--- src/rtl/sobel_pkg.sv ---
// Shared types, widths and gradient helpers for the raster-scan Sobel stage.
package sobel_pkg;

    localparam int unsigned GRAD_W  = 11;
    localparam int unsigned MAG_W   = 12;
    localparam int unsigned PIX_W   = 8;
    localparam int unsigned ADDR_W  = 13;
    localparam int unsigned SAT_LIM = 255;

    typedef enum logic [1:0] {
        IDLE  = 2'd0,
        SCAN  = 2'd1,
        DRAIN = 2'd2
    } state_t;

    // Weighted column/row sum a + 2b + c; max 1020 fits the gradient width.
    function automatic logic [GRAD_W-1:0] col_sum(input logic [PIX_W-1:0] a,
                                                  input logic [PIX_W-1:0] b,
                                                  input logic [PIX_W-1:0] c);
        return GRAD_W'(a) + GRAD_W'({b, 1'b0}) + GRAD_W'(c);
    endfunction

    // Magnitude of a two's-complement gradient, widened to the magnitude width.
    function automatic logic [MAG_W-1:0] abs_grad(input logic [GRAD_W-1:0] g);
        logic [GRAD_W-1:0] neg;
        neg = GRAD_W'(0) - g;
        return g[GRAD_W-1] ? MAG_W'(neg) : MAG_W'(g);
    endfunction

endpackage

--- src/rtl/sobel_bram_scan_if.sv ---
// Frame control, input-RAM read port and output-RAM write port of the Sobel stage.
interface sobel_bram_scan_if;

    logic                             start;
    logic                             busy;
    logic                             done;
    logic [sobel_pkg::ADDR_W-1:0]     ram_addr;
    logic [sobel_pkg::PIX_W-1:0]      ram_dout;
    logic                             out_valid;
    logic [sobel_pkg::ADDR_W-1:0]     out_addr;
    logic [sobel_pkg::PIX_W-1:0]      out_data;

    modport master (
        input  start, ram_dout,
        output busy, done, ram_addr, out_valid, out_addr, out_data
    );

    modport slave (
        output start, ram_dout,
        input  busy, done, ram_addr, out_valid, out_addr, out_data
    );

endinterface

--- src/rtl/sobel_line_buffer.sv ---
// Fixed-depth pixel shift register; dout is the pixel pushed DEPTH shifts ago.
module sobel_line_buffer
    import sobel_pkg::*;
#(
    parameter int unsigned DEPTH = 64
) (
    input  logic             clk,
    input  logic             en,
    input  logic [PIX_W-1:0] din,
    output logic [PIX_W-1:0] dout
);

    logic [DEPTH-1:0][PIX_W-1:0] mem;

    // Contents are never cleared; frame validity gating hides stale data.
    always_ff @(posedge clk) begin
        if (en) begin
            mem <= {mem[DEPTH-2:0], din};
        end
    end

    assign dout = mem[DEPTH-1];

endmodule

--- src/rtl/sobel_bram_scan.sv ---
// Raster-scan Sobel edge stage between an input and an output block RAM.
// Optional build macro SOBEL_THRESH_EN: binarise the magnitude against THRESH.
module sobel_bram_scan
    import sobel_pkg::*;
#(
    parameter int unsigned IMG_W  = 64,
    parameter int unsigned IMG_H  = 64,
    parameter int unsigned THRESH = 128
) (
    input  logic              clk,
    input  logic              rst,
    sobel_bram_scan_if.master bus
);

    localparam int unsigned       N_PIX     = IMG_W * IMG_H;
    localparam logic [ADDR_W-1:0] LAST_ADDR = ADDR_W'(N_PIX - 1);
    localparam logic [ADDR_W-1:0] X_LAST    = ADDR_W'(IMG_W - 1);
    localparam logic [ADDR_W-1:0] Y_LAST    = ADDR_W'(IMG_H - 1);
    localparam logic [ADDR_W-1:0] CTR_OFS   = ADDR_W'(IMG_W + 1);
    localparam logic [ADDR_W-1:0] TWO       = ADDR_W'(2);

    state_t state, state_nxt;
    logic   drain_cnt;
    logic   accept_c, scan_c;

    logic [ADDR_W-1:0] ram_addr, rd_addr, win_addr, out_addr;
    logic [ADDR_W-1:0] x, y;
    logic              rd_vld, win_vld, win_last;
    logic              busy, done, out_valid;
    logic [PIX_W-1:0]  out_data;

    logic [PIX_W-1:0]            lb1_out, lb2_out;
    logic [2:0][2:0][PIX_W-1:0]  win;
    logic [GRAD_W-1:0]           gx_c, gy_c;
    logic [MAG_W-1:0]            mag_c;
    logic [PIX_W-1:0]            pix_c;

    always_ff @(posedge clk) begin
        if (rst) begin
            state <= IDLE;
        end else begin
            state <= state_nxt;
        end
    end

    always_comb begin
        state_nxt = state;
        case (state)
            IDLE:    if (bus.start) state_nxt = SCAN;
            SCAN:    if (ram_addr == LAST_ADDR) state_nxt = DRAIN;
            DRAIN:   if (drain_cnt) state_nxt = IDLE;
            default: state_nxt = IDLE;
        endcase
    end

    always_comb begin
        accept_c = 1'b0;
        scan_c   = 1'b0;
        case (state)
            IDLE:    accept_c = bus.start;
            SCAN:    scan_c   = 1'b1;
            default: ;
        endcase
    end

    always_ff @(posedge clk) begin
        if (rst) begin
            drain_cnt <= 1'b0;
        end else if (state == DRAIN) begin
            drain_cnt <= ~drain_cnt;
        end else begin
            drain_cnt <= 1'b0;
        end
    end

    // Address generation, arrival tracking and output registers.
    always_ff @(posedge clk) begin
        if (rst) begin
            ram_addr  <= '0;
            rd_addr   <= '0;
            rd_vld    <= 1'b0;
            x         <= '0;
            y         <= '0;
            win_vld   <= 1'b0;
            win_last  <= 1'b0;
            win_addr  <= '0;
            busy      <= 1'b0;
            done      <= 1'b0;
            out_valid <= 1'b0;
            out_addr  <= '0;
            out_data  <= '0;
        end else begin
            rd_vld  <= scan_c;
            rd_addr <= ram_addr;

            if (accept_c) begin
                ram_addr <= '0;
            end else if (scan_c && ram_addr != LAST_ADDR) begin
                ram_addr <= ram_addr + ADDR_W'(1);
            end

            if (accept_c) begin
                x <= '0;
                y <= '0;
            end else if (rd_vld) begin
                if (x == X_LAST) begin
                    x <= '0;
                    y <= y + ADDR_W'(1);
                end else begin
                    x <= x + ADDR_W'(1);
                end
            end

            win_vld   <= rd_vld && (x >= TWO) && (y >= TWO);
            win_last  <= rd_vld && (x == X_LAST) && (y == Y_LAST);
            win_addr  <= rd_addr - CTR_OFS;

            out_valid <= win_vld;
            done      <= win_last;
            if (win_vld) begin
                out_addr <= win_addr;
                out_data <= pix_c;
            end

            if (accept_c) begin
                busy <= 1'b1;
            end else if (done) begin
                busy <= 1'b0;
            end
        end
    end

    sobel_line_buffer #(.DEPTH(IMG_W)) lb1 (
        .clk  (clk),
        .en   (rd_vld),
        .din  (bus.ram_dout),
        .dout (lb1_out)
    );

    sobel_line_buffer #(.DEPTH(IMG_W)) lb2 (
        .clk  (clk),
        .en   (rd_vld),
        .din  (lb1_out),
        .dout (lb2_out)
    );

    // Window rows: 0 = y-2, 1 = y-1, 2 = y; column 2 is the newest pixel.
    always_ff @(posedge clk) begin
        if (rd_vld) begin
            for (int r = 0; r < 3; r++) begin
                win[r][0] <= win[r][1];
                win[r][1] <= win[r][2];
            end
            win[0][2] <= lb2_out;
            win[1][2] <= lb1_out;
            win[2][2] <= bus.ram_dout;
        end
    end

    always_comb begin
        gx_c  = col_sum(win[0][2], win[1][2], win[2][2]) - col_sum(win[0][0], win[1][0], win[2][0]);
        gy_c  = col_sum(win[2][0], win[2][1], win[2][2]) - col_sum(win[0][0], win[0][1], win[0][2]);
        mag_c = abs_grad(gx_c) + abs_grad(gy_c);
    end

`ifdef SOBEL_THRESH_EN
    assign pix_c = (mag_c >= MAG_W'(THRESH)) ? 8'hFF : 8'h00;
`else
    assign pix_c = (mag_c > MAG_W'(SAT_LIM)) ? PIX_W'(SAT_LIM) : mag_c[PIX_W-1:0];
`endif

    assign bus.ram_addr  = ram_addr;
    assign bus.busy      = busy;
    assign bus.done      = done;
    assign bus.out_valid = out_valid;
    assign bus.out_addr  = out_addr;
    assign bus.out_data  = out_data;

endmodule

--- src/flat_wrapper.sv ---
// flat-port wrapper written by rule: the top's interface ports become plain ports
module sobel_bram_scan_flat import sobel_pkg::*;
#(
    parameter int unsigned IMG_W  = 64,
    parameter int unsigned IMG_H  = 64,
    parameter int unsigned THRESH = 128
)
  (clk, rst, bus_start, bus_ram_dout, bus_busy, bus_done, bus_ram_addr, bus_out_valid, bus_out_addr, bus_out_data);
  sobel_bram_scan_if bus_i ();
  input  logic clk;
  input  logic rst;
  input wire logic [$bits(bus_i.start)-1:0] bus_start;
  input wire logic [$bits(bus_i.ram_dout)-1:0] bus_ram_dout;
  output wire logic [$bits(bus_i.busy)-1:0] bus_busy;
  output wire logic [$bits(bus_i.done)-1:0] bus_done;
  output wire logic [$bits(bus_i.ram_addr)-1:0] bus_ram_addr;
  output wire logic [$bits(bus_i.out_valid)-1:0] bus_out_valid;
  output wire logic [$bits(bus_i.out_addr)-1:0] bus_out_addr;
  output wire logic [$bits(bus_i.out_data)-1:0] bus_out_data;
  assign bus_i.start = bus_start;
  assign bus_i.ram_dout = bus_ram_dout;
  assign bus_busy = bus_i.busy;
  assign bus_done = bus_i.done;
  assign bus_ram_addr = bus_i.ram_addr;
  assign bus_out_valid = bus_i.out_valid;
  assign bus_out_addr = bus_i.out_addr;
  assign bus_out_data = bus_i.out_data;
  sobel_bram_scan #(.IMG_W(IMG_W), .IMG_H(IMG_H), .THRESH(THRESH)) u_core (.clk(clk), .rst(rst), .bus(bus_i));
endmodule
--- config.mk ---
export PLATFORM = sky130hd
export DESIGN_NAME = sobel_bram_scan_flat
export DESIGN_NICKNAME = d
export VERILOG_FILES = /design/src/rtl/sobel_pkg.sv /design/src/rtl/sobel_bram_scan_if.sv /design/src/rtl/sobel_line_buffer.sv /design/src/rtl/sobel_bram_scan.sv /design/src/flat_wrapper.sv
export SDC_FILE = /design/constraint.sdc
export NUM_CORES = 1
export LEC_CHECK = 0
export BUFFER_PORTS_ARGS = -buffer_cell sky130_fd_sc_hd__buf_4
export CORE_MARGIN = 2
export CORE_UTILIZATION = 40
export DETAILED_ROUTE_END_ITERATION = 10
export PLACE_DENSITY = 0.57
export SLEW_MARGIN = 20
export SYNTH_ARGS = -nofsm -noshare
export SYNTH_HDL_FRONTEND = slang
export SYNTH_SLANG_ARGS = --single-unit
--- constraint.sdc ---
create_clock -name clk -period 36.7 [get_ports clk]
set_input_delay 1.835 -clock clk [delete_from_list [all_inputs] [get_ports clk]]
set_output_delay 1.835 -clock clk [all_outputs]
set_load 0.03 [all_outputs]
==> results.py <==
metrics = {
    "detailed_routing": {
        "drtIter0Drc": 1400,
        "drc": 0,
        "vias": 16030,
        "wl_per_cell_um": 15.9,
        "wl_um": 54100,
        "drt-pass1-iter-count": 5,
        "antenna_left": 0,
        "vias_per_cell": 4.70,
    },
    "final_layout": {
        "drive_gt1_share_pct": 11.4,
        "final_util_pct": 45.9,
        "fin_area_mm2": 0.0443,
        "n_antenna_cell": 0,
        "nets": 2168,
        "syn2layout_area_growth_pct": 13.9,
    },
    "timing": {
        "fin_setup_tns_ps": 0,
        "worst_pin_slew_ps": 1040,
        "setup_viol": 0,
        "rsz0062_at_grt": "false",
        "slew_violations": 0,
        "max_freq_ghz": 0.143,
        "final_hold_viol_count": 0,
        "slew_headroom_pct": 30.6,
        "fin_crit_sh_pct": 19.1,
        "worst_slack_ps": 29700,
        "post-route-min-period_ps": 7000,
        "skew_ps": 26.2,
    },
    "job": {
        "cap_violations": 0,
    },
    "synth": {
        "seq_area_frac_synth_pct": 85.8,
        "synth.avg_cell_area_um2": 20.5,
        "synthTopCellsByArea": "edfxtp_1 (81%), dfxtp_1 (4.9%), ha_1 (2.4%)",
        "yosysWarnings": 0,
        "syn_nets": 2021,
        "ys_ff_latch": 1143,
        "synth_xor_area_share_pct": 2.28,
        "synth_top_area_cell": "edfxtp_1",
        "netlist_area_mm2": 0.0389,
        "synth_edf_count": 1048,
        "synth_top_family_by_area": "adder cells",
        "synth_fa_ha_area_share_pct": 4.32,
        "synth_cell_types": 66,
        "async_flop_share_pct": 0,
        "yosys.area.top_type_share_pct": 81.0,
        "yosys.area_share.simple_pct": 3.54,
        "synthCells": 1898,
        "synth-main-ff-cell": "edfxtp_1",
        "muxShareOfSynthArea_pct": 0.386,
        "synth_compound_area_share_pct": 2.58,
    },
    "cts": {
        "htreeDepth": 3,
        "cts_buffers": 108,
        "cts_resized": 0,
        "cts.clk_slew.worst_paths_ps": 60,
        "clockBufferDepth": 3,
        "ctsRootBufferMaster": "clkbuf_16",
        "tritoncts": "built",
        "cts_hold_buf": 0,
        "clk_latency_ps": 670,
        "cts_setup_buffers": 0,
        "clkSinkCount": 1143,
    },
    "worst_setup_path": {
        "crit_type": "reg -> reg",
        "crit_required_ps": 37200,
        "path_delay_family": "adder cells",
        "cp_num_buf_inv": 2,
        "critPathSlowestCell": "fa_1",
        "cp_max_fo": 8,
        "cp-end-kind": "flip-flop",
        "crit_path_start_kind": "flip-flop",
        "max_stage_delay_ps": 530,
        "crit_arrival_ps": 7500,
    },
    "pwr": {
        "p_sw_mw": 0.573,
        "total_power_mw": 2.67,
        "p_clk_share_pct": 39.8,
        "p_per_area_mw_per_mm2": 60.3,
        "p_comb_share_pct": 6.2,
        "p_leak_nw": 12.7,
        "p_int_mw": 2.10,
        "swShare_pct": 21.5,
        "ir_worst_vdd_mv": 0.0367,
        "pwr-share-seq_pct": 54.1,
    },
    "floorplan": {
        "core-area_mm2": 0.0966,
        "start_util_pct": 40.3,
        "die_h_um": 316,
        "die_w_um": 316,
        "die-area_mm2": 0.0997,
        "io_pins": 48,
        "rows": 114,
    },
    "place": {
        "dpl_worst_slack_ps": 29350,
        "dpl.hpwl_um": 28600,
        "placed_area_mm2": 0.0408,
        "gp_congestion": 0.811,
        "portBuffers": 47,
    },
    "grt": {
        "grt_pass1_vias": 15947,
        "grt_use_total_pct": 10.8,
        "grt_max_degree": 218,
        "grt_pass1_wl_um": 87000,
        "antenna_found_initial": 1,
        "gr-total-overflow": 0,
    },
    "outcome": {
        "status": "finished clean",
    },
    "hold_path": {
        "hp-class": "reg -> reg",
    },
}
==> registers in the layout, summed over array words and instances (netlist names) <==
name / flops
u_core.lb1.dout: 8
u_core.bus.busy: 1
u_core.bus.out_valid: 1
u_core.y: 13
u_core.bus.ram_addr: 13
u_core.win_vld: 1
u_core.drain_cnt: 1
u_core.lb2.mem: 480
u_core.win_addr: 13
u_core.x: 13
u_core.win_last: 1
u_core.lb2.dout: 8
u_core.lb1.mem: 480
u_core.bus.done: 1
u_core.state: 2
u_core.bus.out_addr: 13
u_core.rd_addr: 13
u_core.rd_vld: 1
u_core.bus.out_data: 8
u_core.win: 72
==> worst register-to-register path: cells and delay by family, from the launching register on <==
family | cells | cell delay (ps)
AND/OR/NAND/NOR | 7 | 1510
buffers and inverters | 2 | 110
XOR/XNOR | 2 | 350
AO/OA/AOI/OAI | 11 | 2100
adder cells (fa/ha/maj) | 6 | 2390
flip-flops | 1 | 390
==> metal layers <==
layer / vias up / share of wire (%) / track usage [%]
met5: - / 0.030 / 0
met4: 2 / 2.8 / 4.66
met3: 97 / 3.9 / 2.14
met2: 259 / 42 / 15.0
met1: 8180 / 51 / 16.7
li1: 7492 / - / -
==> kinds of logic after synthesis <==
logic type | count (synthesis)
flip-flops | 1143
AO/OA/AOI/OAI | 149
adder cells (fa/ha/maj) | 112
multiplexers | 15
buffers and inverters | 102
AND/OR/NAND/NOR | 276
XOR/XNOR | 101
==> area by class of cell <==
| cell class | count | area (um^2) |
|---|---|---|
| Clock buffer | 128 | 2780 |
| Multi-Input combinational cell | 653 | 5100 |
| Timing Repair Buffer | 57 | 493 |
| Fill cell | 7999 | 52300 |
| Inverter | 82 | 308 |
| Sequential cell | 1143 | 33400 |
| Tap cell | 1276 | 1600 |
| Clock inverter | 69 | 634 |
==> path summary, 6_finish.rpt <==
kind	start	cells after the start	slack, ps	to
setup / recovery	u_core.win[24]	28	29700	u_core.bus.out_data[4]
hold / removal	u_core.lb2.mem[277]	0	400	u_core.lb2.mem[285]
setup reg to reg	u_core.win[24]	28	29700	u_core.bus.out_data[4]
hold reg to reg	u_core.lb2.mem[277]	0	400	u_core.lb2.mem[285]
==> cell usage after synthesis, types with 3 or more instances <==
master	instances
o31a_1	3
dfxtp_1	95
a21o_1	15
a211oi_1	11
nand2_1	43
nor3b_1	8
or2_2	4
or3_1	5
nor2b_1	24
buf_1	3
nor2_2	3
o21bai_1	8
a31oi_1	6
nand2b_1	5
mux2i_1	15
nand3_1	13
o21a_1	5
o31ai_1	3
nor2_1	111
xor2_1	49
nor3_1	11
a21oi_1	45
xnor2_1	52
edfxtp_1	1048
inv_1	82
clkbuf_1	12
o21ai_0	27
and3_1	11
ha_1	75
nor4_1	7
a21boi_0	3
fa_1	37
nand4_1	14
==> cells in the final DEF, fill, tap and decap left out, drive strengths merged, types with 15 or more instances in the layout <==
| master | n |
|---|---|
| xor2 | 49 |
| nor2b | 24 |
| inv | 87 |
| edfxtp | 1048 |
| a21oi | 47 |
| mux2i | 15 |
| buf | 57 |
| nand3 | 15 |
| nand2 | 43 |
| dfxtp | 95 |
| xnor2 | 52 |
| clkbuf | 128 |
| clkinv | 48 |
| nor2 | 114 |
| ha | 75 |
| o21ai | 27 |
| fa | 37 |
| a21o | 15 |
==> power groups by stage <==
stage          combinational, mW  clock (mW)  sequential, mW
2_1_floorplan              0.111           0            1.54
3_5_place_dp               0.163           0            1.47
6_report                   0.164        1.06            1.44
3_3_place_gp               0.155           0            1.47
4_1_cts                    0.164        1.10            1.44
5_1_grt                    0.182        1.15            1.44
==> stage by stage <==
stage	hold WS, ps	instances
floorplan	388	1898
global placement	396	3210
detailed placement	405	3210
CTS	398	3407
global route	409	3408
finish	398	3408
No activity file was read; power rests on OpenSTA's default activity.
